## config.mk

```make
export PLATFORM = sky130hd
export DESIGN_NAME = program_loader
export DESIGN_NICKNAME = d
export VERILOG_FILES = /design/src/rtl/program_loader.sv
export SDC_FILE = /design/constraint.sdc
export NUM_CORES = 1
export LEC_CHECK = 0
export BUFFER_PORTS_ARGS = -buffer_cell sky130_fd_sc_hd__buf_2
export CORE_ASPECT_RATIO = 2
export CORE_MARGIN = 5
export CORE_UTILIZATION = 54
export DETAILED_ROUTE_END_ITERATION = 12
export GPL_TIMING_DRIVEN = 0
export PLACE_DENSITY = 0.85
export SETUP_SLACK_MARGIN = 0.3
export SLEW_MARGIN = 10
export SYNTH_ARGS = -nofsm -noshare
export SYNTH_HDL_FRONTEND = slang
export SYNTH_SLANG_ARGS = --single-unit
```

## constraint.sdc

```tcl
create_clock -name clk -period 4.7 [get_ports clk]
set_input_delay 0.47 -clock clk [delete_from_list [all_inputs] [get_ports clk]]
set_output_delay 0.47 -clock clk [all_outputs]
set_load 0.02 [all_outputs]
```

## src/rtl/program_loader.sv

```systemverilog
// Streams instruction words into imem, flushes, then releases the core to fetch from address 0.
// Optional running XOR checksum of loaded words, enabled by defining LOADER_CHECKSUM_EN.
module program_loader #(
  parameter int unsigned ADDR_WIDTH   = 6,
  parameter int unsigned DATA_WIDTH   = 32,
  parameter int unsigned FLUSH_CYCLES = 5
) (
  input  logic                  clk,
  input  logic                  rst,
  input  logic                  start,
  input  logic [ADDR_WIDTH:0]   load_len,
  input  logic                  in_valid,
  input  logic [DATA_WIDTH-1:0] in_data,
  output logic                  in_ready,
  output logic                  imem_we,
  output logic [ADDR_WIDTH-1:0] imem_addr,
  output logic [DATA_WIDTH-1:0] imem_wd,
  output logic                  core_run,
  output logic                  busy,
  output logic                  done,
  output logic                  len_err,
  output logic [DATA_WIDTH-1:0] checksum
);

  localparam logic [ADDR_WIDTH:0] DepthL    = (ADDR_WIDTH + 1)'(2 ** ADDR_WIDTH);
  localparam logic [7:0]          FlushLast = 8'(FLUSH_CYCLES - 1);

  typedef enum logic [1:0] {StIdle, StLoad, StFlush, StRun} state_e;

  state_e                state_q, state_d;
  logic [ADDR_WIDTH:0]   wr_cnt_q, wr_cnt_d;
  logic [ADDR_WIDTH:0]   len_q, len_d;
  logic [7:0]            flush_cnt_q, flush_cnt_d;
  logic                  we_q, we_d;
  logic [ADDR_WIDTH-1:0] addr_q, addr_d;
  logic [DATA_WIDTH-1:0] wd_q, wd_d;
  logic                  done_q, done_d;
  logic                  len_err_q, len_err_d;
  logic                  hs;
  logic                  sum_clr;

  assign in_ready = (state_q == StLoad);
  assign hs       = in_ready & in_valid;

  always_comb begin
    state_d     = state_q;
    wr_cnt_d    = wr_cnt_q;
    len_d       = len_q;
    flush_cnt_d = flush_cnt_q;
    we_d        = 1'b0;
    addr_d      = addr_q;
    wd_d        = wd_q;
    done_d      = 1'b0;
    len_err_d   = len_err_q;
    sum_clr     = 1'b0;
    unique case (state_q)
      StIdle, StRun: begin
        if (start) begin
          if (load_len > DepthL) begin
            // Rejected reload from RUN drops to IDLE with the core held.
            len_err_d = 1'b1;
            state_d   = StIdle;
          end else if (load_len == '0) begin
            sum_clr     = 1'b1;
            flush_cnt_d = '0;
            state_d     = StFlush;
          end else begin
            sum_clr   = 1'b1;
            len_err_d = 1'b0;
            wr_cnt_d  = '0;
            len_d     = load_len;
            state_d   = StLoad;
          end
        end
      end
      StLoad: begin
        if (hs) begin
          we_d     = 1'b1;
          addr_d   = wr_cnt_q[ADDR_WIDTH-1:0];
          wd_d     = in_data;
          wr_cnt_d = wr_cnt_q + 1'b1;
          if (wr_cnt_q == len_q - 1'b1) begin
            flush_cnt_d = '0;
            state_d     = StFlush;
          end
        end
      end
      StFlush: begin
        if (flush_cnt_q == FlushLast) begin
          done_d  = 1'b1;
          state_d = StRun;
        end else begin
          flush_cnt_d = flush_cnt_q + 1'b1;
        end
      end
      default: state_d = StIdle;
    endcase
  end

  always_ff @(posedge clk or posedge rst) begin
    if (rst) begin
      state_q     <= StIdle;
      wr_cnt_q    <= '0;
      len_q       <= '0;
      flush_cnt_q <= '0;
      we_q        <= 1'b0;
      addr_q      <= '0;
      wd_q        <= '0;
      done_q      <= 1'b0;
      len_err_q   <= 1'b0;
    end else begin
      state_q     <= state_d;
      wr_cnt_q    <= wr_cnt_d;
      len_q       <= len_d;
      flush_cnt_q <= flush_cnt_d;
      we_q        <= we_d;
      addr_q      <= addr_d;
      wd_q        <= wd_d;
      done_q      <= done_d;
      len_err_q   <= len_err_d;
    end
  end

`ifdef LOADER_CHECKSUM_EN
  logic [DATA_WIDTH-1:0] sum_q, sum_d;

  always_comb begin
    sum_d = sum_q;
    if (sum_clr) begin
      sum_d = '0;
    end else if (hs) begin
      sum_d = sum_q ^ in_data;
    end
  end

  always_ff @(posedge clk or posedge rst) begin
    if (rst) begin
      sum_q <= '0;
    end else begin
      sum_q <= sum_d;
    end
  end

  assign checksum = sum_q;
`else
  logic unused_sum_clr;
  assign unused_sum_clr = sum_clr;
  assign checksum       = '0;
`endif

  assign imem_we   = we_q;
  assign imem_addr = addr_q;
  assign imem_wd   = wd_q;
  assign core_run  = (state_q == StRun);
  assign busy      = (state_q == StLoad) | (state_q == StFlush);
  assign done      = done_q;
  assign len_err   = len_err_q;

endmodule

```

== After elaboration in Yosys (flattened, before gate mapping) ==
Cells that the tools add are included.
Widths: inputs -> output; s select.

* Bits in registers: 65

* Add/sub/neg operators: 3
* Order comparisons: 1
* Equality and inequality tests: 14
* Multiplexer cells: 25
* Bitwise gates (word level): 4
* Reduce and logical (&&, ||, !) cells: 10

{| class="wikitable"
|+ Operators with widths
! kind !! number
|-
| $mux 8 || 6
|-
| $mux 7 || 4
|-
| $pmux 8 s3 || 1
|-
| $ne 2x2->1 const B || 7
|-
| $pmux 7 s2 || 1
|-
| $mux 2 || 6
|-
| $add 8x1->8 const B || 1
|-
| $eq 8x3->1 const B || 1
|-
| $reduce_and 4->1 || 2
|-
| $add 7x1->7 const B || 1
|-
| $eq 7x7->1 || 1
|-
| $gt 7x7->1 const B || 1
|-
| $logic_not 7->1 || 1
|-
| $sub 7x1->7 const B || 1
|-
| $mux 1 || 6
|-
| $pmux 2 s3 || 1
|-
| $reduce_and 6->1 || 1
|-
| $reduce_and 5->1 || 1
|-
| $eq 2x2->1 const B || 2
|-
| $ne 2x1->1 const B || 2
|-
| $reduce_and 3->1 || 1
|-
| $eq 2x1->1 const B || 1
|-
| $logic_not 2->1 || 1
|-
| $not 1->1 || 2
|-
| 5 further kinds || 5
|}

== Depth between registers and ports, before layout ==
Gate-level depths: netlist of run 1.

* Depth in word-level cells: 5
* Mapped depth: 9
* Depth with buffers taken out: 8

== Worst setup path before layout of run 1 ==
No wires, ideal clock.

* Kind: register to register
* Start point: reg len_q[0]
* End point: reg state_q[1]
* Setup time: 125 ps
* Arrival: 2120 ps
* Setup slack: 2456 ps
* Cell stages (with the launch flop): 9
* Buffers on the path: 0
* Period minus slack after synthesis: 2244 ps
* Cell sequence: dfrtp_1 inv_1 ha_1 o21bai_1 a211o_1 a31oi_1 o211ai_2 a211oi_2 mux2_2

* Cells in the longest elaborated chain, start to end: 4

{| class="wikitable"
|+ RTL lines
! item !! line !! RTL
|-
| start: declaration || 32 || <nowiki>logic [ADDR_WIDTH:0] len_q, len_d;</nowiki>
|-
| start signal: assignment || 114 || <nowiki>len_q <= len_d;</nowiki>
|-
| $sub 7x1->7 || 82 || <nowiki>if (wr_cnt_q == len_q - 1'b1) begin</nowiki>
|-
| $eq 7x7->1 || 82 ||
|-
| $ne 2x1->1 (no source line) || - ||
|-
| $reduce_and 4->1 (no source line) || - ||
|-
| end signal: assignment || 102 || <nowiki>state_q <= StIdle;</nowiki>
|-
| end signal: assignment || 112 || <nowiki>state_q <= state_d;</nowiki>
|-
| end: declaration || 30 || <nowiki>state_e state_q, state_d;</nowiki>
|}

Every way passes these cells.
A chain may end at the register's enable or synchronous reset.

== Worst setup path in the final report of run 1 ==
Same ends and word-level chain as after synthesis.

==> results of run 1 <==
## path summary, 6_finish.rpt
kind / endpoint / slack, ns / start / cells after the start
worst max register to register: state_q[1] / 2.02 / len_q[0] / 8
worst min register to register: len_err / 0.49 / len_err / 1
worst max-delay path: state_q[1] / 2.02 / len_q[0] / 8
max in group asynchronous: imem_wd[21] / 3.89 / rst / 2
worst min-delay path: imem_wd[7] / 0.31 / rst / 2
min in group clk: imem_wd[15] / 0.38 / in_data[15] / 2
## cell usage in the layout (no fill, tap or decap), types with 6 or more instances in the layout
cell / count
nand3_1: 14
nor3_1: 6
clkbuf_16: 9
nor2_1: 11
buf_4: 32
buf_2: 86
dfrtp_1: 65
conb_1: 32
inv_1: 16
ha_1: 7
mux2_2: 46
clkbuf_1: 12
nand2_1: 16
## final cells by class
type	count	area, um^2
buffer	43	289.0
clock buffer	14	264.0
clock inverter	2	12.51
fill	510	1893
inverter	17	66.31
multi-input combinational	207	1569
sequential	65	1627
tap	86	107.6
timing repair buffer	86	430.4
## power groups by stage
stage | Combinational, mW | Clock [mW] | Sequential, mW
finish | 1.37 | 0.609 | 0.912
global placement | 1.31 | 0 | 0.901
detailed placement | 1.36 | 0 | 0.918
floorplan | 0.787 | 0 | 1.10
global route | 1.49 | 0.653 | 0.943
CTS | 1.37 | 0.623 | 0.911
## stage by stage
step | utilization | std cells | area [um^2] | power, mW | hold slack, ns
final | 0.6975 | 520 | 4365 | 2.890 | 0.3088
after global routing | 0.6975 | 520 | 4365 | 3.085 | 0.3674
after global placement | 0.6529 | 504 | 4086 | 2.211 | 0.4692
after detailed placement | 0.6533 | 504 | 4089 | 2.279 | 0.4827
after CTS | 0.6975 | 520 | 4365 | 2.907 | 0.3278
after floorplan | - | 332 | 3548 | 1.885 | 0.4856
## synth_stat cells (all sizes together) (4+ instances only)
cell,number,area (um^2)
a31oi,4,40.04
buf,34,255.2
clkbuf,9,33.78
dfrtp,65,1627
ha,7,87.58
inv,17,63.81
mux2,46,518.0
nand2,16,60.06
nand3,15,80.08
nor2,11,41.29
nor3,6,30.03
o211ai,6,50.05
o31ai,5,52.55
xnor2,5,43.79
## flip-flops by register name, summed over array words and instances, names as in the netlist
| name | flops |
|---|---|
| len_q | 7 |
| imem_addr | 6 |
| state_q | 2 |
| flush_cnt_q | 8 |
| wr_cnt_q | 7 |
| imem_wd | 32 |
| done | 1 |
| imem_we | 1 |
| len_err | 1 |
## worst max-delay path, cell delays in order, from the launching register on
cell      delay (ns)
dfrtp_1         0.45
inv_1           0.07
ha_1            0.27
o21bai_1        0.21
a211o_1         0.32
a31oi_1         0.23
o211ai_2        0.27
a211oi_2        0.37
mux2_2          0.37
## kinds of logic after synthesis
logic type               after synthesis  share of synthesized area
flip-flops                            65                     0.4739
AND/OR/NAND/NOR                       70                     0.1094
adder cells (fa/ha/maj)                7                    0.02552
buffers and inverters                 60                     0.1028
AO/OA/AOI/OAI                         40                     0.1006
other                                  1                   0.001093
multiplexers                          49                     0.1597
XOR/XNOR                               9                    0.02698
## per-layer routing
metal  track usage  up-vias  wire, um
met5             0        -         0
met4        0.1298        0       273
met3       0.05220       27       484
met2        0.3759      108      4490
met1        0.2105     1249      2714
li1              -     1259         -
==> flow_summary.toml, run 1 <==
[pwr]
vdd_ir_drop_max_mv = 0.4479
p_sw_frac = 0.4044
share_comb_of_total_power = 0.474
powerDensity_nw_per_um2 = 662.0
switchingPower_mw = 1.169
seq_power_share = 0.316
leakage_nw = 2.195
power.share.clock = 0.211
p_int_mw = 1.721

[grt]
antenna_found_initial = 0
grt_pass1_wl_um = 13000
grt-ovfl-total = 0
grtUsageTotal = 0.2103
grt_pass1_vias = 2870
grt_max_degree = 66

[yosys]
synthFlopType = "dfrtp_1"
syn_avg_cell_area_um2 = 11.40
ys_ff_latch = 65
yosys_warnings = 0
async_flop_share = 1.000
synth.cell_area_um2 = 3432
ys_seq_area_frac = 0.4739
synth_enable_flop_cells = 0
yosysUniqueCellTypes = 56
synth_cells = 301

[sta]
max_freq_ghz = 0.3733
period_share = 0.5699
worst_slew_pin_slew_ns = 0.7857
slew_headroom = 0.4762
setup_slack_ns = 2.021
drv_slew = 0
tns_ns = 0
setup_violations = 0
fin_skew_ns = 0.007039
period_minus_slack_ns = 2.679
rsz0062_at_grt = "no"
hold_viol_final = 0

[route]
vias = 2643
wl_um = 7963
drc = 0
routedWlPerCell_um = 15.31
firstDrtPassIters = 7
drt-vias-per-instance = 5.083
drtIter0Drc = 65
drtAntennaViolNets = 0

[die]
core-area_um2 = 6259
die_h_um = 122.7
pin_count = 119
dieArea_um2 = 8147
fp-row-count = 41
start_util = 0.5484
die_x_um = 66.37

[critical_path]
worstPathArrival_ns = 2.88
criticalPathCategory = "flop to flop"
required_ns = 4.90
endpoint_kind = "flop"
path_max_fanout = 9
crit_path_start_kind = "flop"

[clock_tree]
cts_num_sinks = 65
cts-resized-gates = 0
clockBufferDepth = 2
htreeDepth = 3
tritoncts = "built"
clkTransAtPathRegs_ns = 0.05
post-cts-setup-buffers = 0
cts_buffers = 9
root_buffer = "clkbuf_16"
clk_latency_ns = 0.32
ctsHoldBuffers = 0

[placed_design]
dp_hpwl_um = 5999
dpl_worst_slack_ns = 2.100
portBuffers = 86
gp_congestion = 0.8266

[finish]
syn_to_final_growth_pct = 27.20
num_antenna_cells = 0
layout-drive-gt1-share = 0.4470
final_nets = 479

[worst_hold_path]
hold_class = "primary input to async pin"

[run]
maxCapViolCount = 0

[outcome]
status = "finished, final reports clean"
(Power assumes the default switching activity.)
==> run 2: changes to the inputs <==
--- a/config.mk
+++ b/config.mk
@@ -8,10 +8,10 @@
 export BUFFER_PORTS_ARGS = -buffer_cell sky130_fd_sc_hd__buf_2
 export CORE_ASPECT_RATIO = 2
 export CORE_MARGIN = 5
-export CORE_UTILIZATION = 54
+export CORE_UTILIZATION = 50
 export DETAILED_ROUTE_END_ITERATION = 12
 export GPL_TIMING_DRIVEN = 0
-export PLACE_DENSITY = 0.85
+export PLACE_DENSITY = 0.8
 export SETUP_SLACK_MARGIN = 0.3
 export SLEW_MARGIN = 10
 export SYNTH_ARGS = -nofsm -noshare
==> constraint.sdc (replaced) <==
create_clock -name clk -period 2.7 [get_ports clk]
set_input_delay 0.27 -clock clk [delete_from_list [all_inputs] [get_ports clk]]
set_output_delay 0.27 -clock clk [all_outputs]
set_load 0.02 [all_outputs]
==> run 2 against run 1 <==
  * Sequential share of layout area down 1.3 points
  * Critical path type unchanged
  * Wire length up 2.5%
  * Final cell count increased by 1.7%
  * Largest power group unchanged
  * Cell area rose by 3.7%
  * Die area rose by 7.1%
  * Worst hold slack lost 0.21 ns
  * First-iteration DRC count increased by 12%
  * Critical endpoint unchanged
==> flow_summary.toml, run 2 (synthesis results as in run 1) <==
[outcome]
status = "finished, final reports clean"

[pwr]
vdd_ir_drop_max_mv = 0.8242
powerDensity_nw_per_um2 = 1185
leakage_nw = 2.266

[route]
drtIter0Drc = 73
drtAntennaViolNets = 0
routedWlPerCell_um = 15.43
drt-vias-per-instance = 5.076
drc = 0
firstDrtPassIters = 4
vias = 2685
wl_um = 8160

[die]
dieArea_um2 = 8722
die_x_um = 68.59
pin_count = 119
fp-row-count = 42
core-area_um2 = 6674
die_h_um = 127.2
start_util = 0.5142

[clock_tree]
clkTransAtPathRegs_ns = 0.06
cts_buffers = 9
clk_latency_ns = 0.33
tritoncts = "built"
cts_num_sinks = 65
root_buffer = "clkbuf_16"
htreeDepth = 3
clockBufferDepth = 2
ctsHoldBuffers = 0

[critical_path]
cp_num_cells = 8
endpoint_kind = "flop"
worstPathArrival_ns = 2.56
crit_path_start_kind = "flop"
criticalPathCategory = "flop to flop"
required_ns = 2.91
slowest_stage = "dfrtp_2"
crit_buf_inv = 1
crit_chain = "inv_1, ha_1, o21bai_1, a211o_1, a31oi_4, o211ai_4, a211oi_2, mux2_2"
path_max_fanout = 6
cp_slowest_stage_delay_ns = 0.40
path_delay_family = "compound AO/OA/AOI/OAI gates"
r2r_cells = 8

[sta]
hold_viol_final = 0
hold-worst-slack_ns = 0.1036
rsz0062_at_grt = "no"
drv_slew = 0
tns_ns = 0
setup_violations = 0
worst_slew_pin_slew_ns = 0.7915
period_minus_slack_ns = 2.344
setup_slack_ns = 0.3561
max_freq_ghz = 0.4266
period_share = 0.8681
fin_skew_ns = 0.004238
slew_headroom = 0.4723

[run]
maxCapViolCount = 0

[finish]
largest_register_ff_count = 32
num_antenna_cells = 0
layout-drive-gt1-share = 0.4807
final_nets = 486
final_cell_mix = "buf_2, dfrtp_1, mux2_2"
syn_to_final_growth_pct = 31.90
final_common_cell = "buf_2"

[placed_design]
gp_congestion = 0.8042
portBuffers = 86
dpl_worst_slack_ns = 0.1248
dp_hpwl_um = 5800

[grt]
grt-ovfl-total = 0
grt_pass1_wl_um = 12770
antenna_found_initial = 0
grtUsageTotal = 0.1949
grt_max_degree = 66
grt_pass1_vias = 2809

[worst_hold_path]
hold_class = "primary input to async pin"
-- run 2: path summary, 6_finish.rpt --
check / from / to / slack, ns
min in group clk: in_data[13] / imem_wd[13] / 0.17
max in group asynchronous: rst / len_q[0] / 2.05
setup / recovery: len_q[0] / state_q[1] / 0.36
setup reg to reg: len_q[0] / state_q[1] / 0.36
hold / removal: rst / imem_wd[14] / 0.10
hold reg to reg: len_err / len_err / 0.49
-- run 2: routing by layer --
metal	share of wire	vias up	global-route usage
met5	0	-	0
li1	-	1265	-
met2	0.55	113	0.3324
met1	0.34	1277	0.1976
met3	0.071	30	0.05360
met4	0.038	0	0.1266
-- run 2: timing repair --
item                                    4_1_cts  5_1_grt
pin swaps                                     1        3
endpoints found under the setup margin        1       12
buffers inserted                              1        6
resized for setup                             4        9
-- run 2: layout make-up --
cell class,instances,area (um^2)
fill,521,2147
sequential,65,1628
multi-input combinational,207,1615
timing repair buffer,93,495.5
buffer,43,291.5
clock buffer,9,225.2
tap,88,110.1
clock inverter,7,95.09
inverter,17,66.31
-- run 2: per-stage QoR --
stage	instance area, um^2	utilization	power [mW]	instances
CTS	4434	0.6644	5.255	523
finish	4527	0.6783	5.365	529
floorplan	3548	-	3.281	332
global placement	4089	0.6127	3.859	506
global route	4527	0.6783	5.698	529
detailed placement	4091	0.6130	3.948	506
-- run 2: worst reg2reg max path, cell delays in order (launching register included) --
cell and delay, ns:
dfrtp_2 0.40, inv_1 0.06, ha_1 0.27, o21bai_1 0.21, a211o_1 0.34, a31oi_4 0.17, o211ai_4 0.13, a211oi_2 0.29
mux2_2 0.36
-- run 2: power breakdown --
group,switching (mW),internal [mW]
clock,0.433,0.807
sequential,0.243,1.35
combinational,1.46,1.08
==> run 3: changes to the inputs <==
--- a/config.mk
+++ b/config.mk
@@ -12,6 +12,7 @@
 export DETAILED_ROUTE_END_ITERATION = 12
 export GPL_TIMING_DRIVEN = 0
 export PLACE_DENSITY = 0.8
+export RECOVER_POWER = 100
 export SETUP_SLACK_MARGIN = 0.3
 export SLEW_MARGIN = 10
 export SYNTH_ARGS = -nofsm -noshare
==> run 3 against run 2 <==
  * Maximum frequency fell by 3.2%
  * Sequential power barely moved
  * Largest cell class unchanged
  * Wire length fell by 0.13%
  * Highest routed layer unchanged
  * First-iteration DRC count rose by 16%
  * Total power fell by 2.3%
  * Worst hold slack improved by 0.062 ns
  * Count of clock-buffer cells in the layout did not move
  * Cell area fell by 2.2%
==> flow_summary.toml, run 3 (synthesis results as in run 1) <==
[outcome]
status = "finished, final reports clean"

[placed_design]
post_dp_cell_area_um2 = 4091
gp_congestion = 0.8042
dp_hpwl_um = 5800
dpl_worst_slack_ns = 0.1248
portBuffers = 86

[critical_path]
required_ns = 2.91
crit_chain = "inv_1, ha_1, o21bai_1, a211o_1, a31oi_4, o211ai_4, a211oi_1, mux2_2"
worstPathArrival_ns = 2.64
slowest_stage = "dfrtp_2"
crit_path_start_kind = "flop"
cp_slowest_stage_delay_ns = 0.40
criticalPathCategory = "flop to flop"
path_max_fanout = 6
endpoint_kind = "flop"

[pwr]
seq_power_share = 0.306
powerDensity_nw_per_um2 = 1185
p_int_mw = 3.113
vdd_ir_drop_max_mv = 0.8129
share_comb_of_total_power = 0.457
power.total_mw = 5.242
leakage_nw = 2.111
switchingPower_mw = 2.130
p_sw_frac = 0.4063
power.share.clock = 0.237

[worst_hold_path]
hold_class = "primary input to flop"

[die]
pin_count = 119
fp-row-count = 42
core-area_um2 = 6674
start_util = 0.5142
dieArea_um2 = 8722
die_h_um = 127.2
die_x_um = 68.59

[route]
wl_um = 8149
drc = 0
drt-vias-per-instance = 5.068
drtAntennaViolNets = 0
firstDrtPassIters = 4
vias = 2681
drtIter0Drc = 85
routedWlPerCell_um = 15.40

[clock_tree]
htreeDepth = 3
cts_num_sinks = 65
tritoncts = "built"
clockBufferDepth = 2
root_buffer = "clkbuf_16"
clkTransAtPathRegs_ns = 0.06
cts_buffers = 9
clk_latency_ns = 0.33

[sta]
slew_headroom = 0.1039
period_minus_slack_ns = 2.421
tns_ns = 0
worst_slew_pin_slew_ns = 1.342
setup_violations = 0
hold-worst-slack_ns = 0.1651
drv_slew = 0
fin_skew_ns = 0.005198
setup_slack_ns = 0.2787
max_freq_ghz = 0.4130
period_share = 0.8968
rsz0062_at_grt = "no"
hold_viol_final = 0

[grt]
grt_pass1_vias = 2809
antenna_found_initial = 0
grt_max_degree = 66
grt_pass1_wl_um = 12770
grtUsageTotal = 0.1949
grt-ovfl-total = 0

[finish]
final_cell_mix = "dfrtp_1, clkbuf_1, mux2_2"
num_antenna_cells = 0
syn_to_final_growth_pct = 28.95
fin_area_um2 = 4425
layout-drive-gt1-share = 0.3560
final_common_cell = "dfrtp_1"
largest_register_ff_count = 32
final_nets = 486

[run]
maxCapViolCount = 0
==> run 3: cell count changes in the layout (fill, tap and decap cells not counted), sizes merged <==
cell    previous run  this run
clkbuf            18        62
buf              127        83
==> run 3: power groups by stage <==
| stage | Combinational [mW] | Sequential, mW | Clock (mW) |
|---|---|---|---|
| floorplan | 1.37 | 1.91 | 0 |
| global placement | 2.29 | 1.57 | 0 |
| detailed placement | 2.35 | 1.59 | 0 |
| CTS | 2.42 | 1.59 | 1.25 |
| global route | 2.61 | 1.66 | 1.30 |
| finish | 2.40 | 1.60 | 1.24 |
==> run 3: cell type report <==
cell class              count  area, um^2
multi-input cells         207        1574
fillers                   551        2248
clock buffers               9       225.2
plain buffers              43       289.0
repair buffers             93       440.4
flip-flops and latches     65        1628
inverters                  17       63.81
well taps                  88       110.1
clock inverters             7       95.09
==> run 3: per-layer routing <==
| layer | track usage | share of wire |
|---|---|---|
| met5 | 0 | 0 |
| met4 | 0.1266 | 0.038 |
| met3 | 0.05360 | 0.076 |
| met1 | 0.1976 | 0.34 |
| met2 | 0.3324 | 0.55 |
==> run 3: per-stage QoR <==
step / utilization / std cells
2_1_floorplan: - / 332
3_3_place_gp: 0.6127 / 506
3_5_place_dp: 0.6130 / 506
4_1_cts: 0.6644 / 523
5_1_grt: 0.6631 / 529
6_report: 0.6631 / 529
==> run 3: final timing paths <==
path	cells after the start	startpoint	to	slack, ns
worst max-delay path	8	len_q[0]	state_q[1]	0.28
worst min-delay path	2	in_data[13]	imem_wd[13]	0.17
worst max register to register	8	len_q[0]	state_q[1]	0.28
worst min register to register	1	len_err	len_err	0.50
max in group asynchronous	2	rst	len_q[0]	1.48
min in group asynchronous	2	rst	imem_wd[14]	0.33
==> run 3: critical path: cells and delay by family (launching register included) <==
family / cells / cell delay, ns
DFF: 1 / 0.40
adders and majority gates: 1 / 0.27
AOI/OAI and AO/OA: 5 / 1.20
muxes: 1 / 0.37
buffers and inverters: 1 / 0.06
==> run 3: repair_timing <==
action	4_1_cts	5_1_grt
gates resized for setup	4	9
endpoints found under the setup margin	1	12
hold buffers	0	0
buffers inserted	1	6
pin swaps	1	3
cloned	0	0
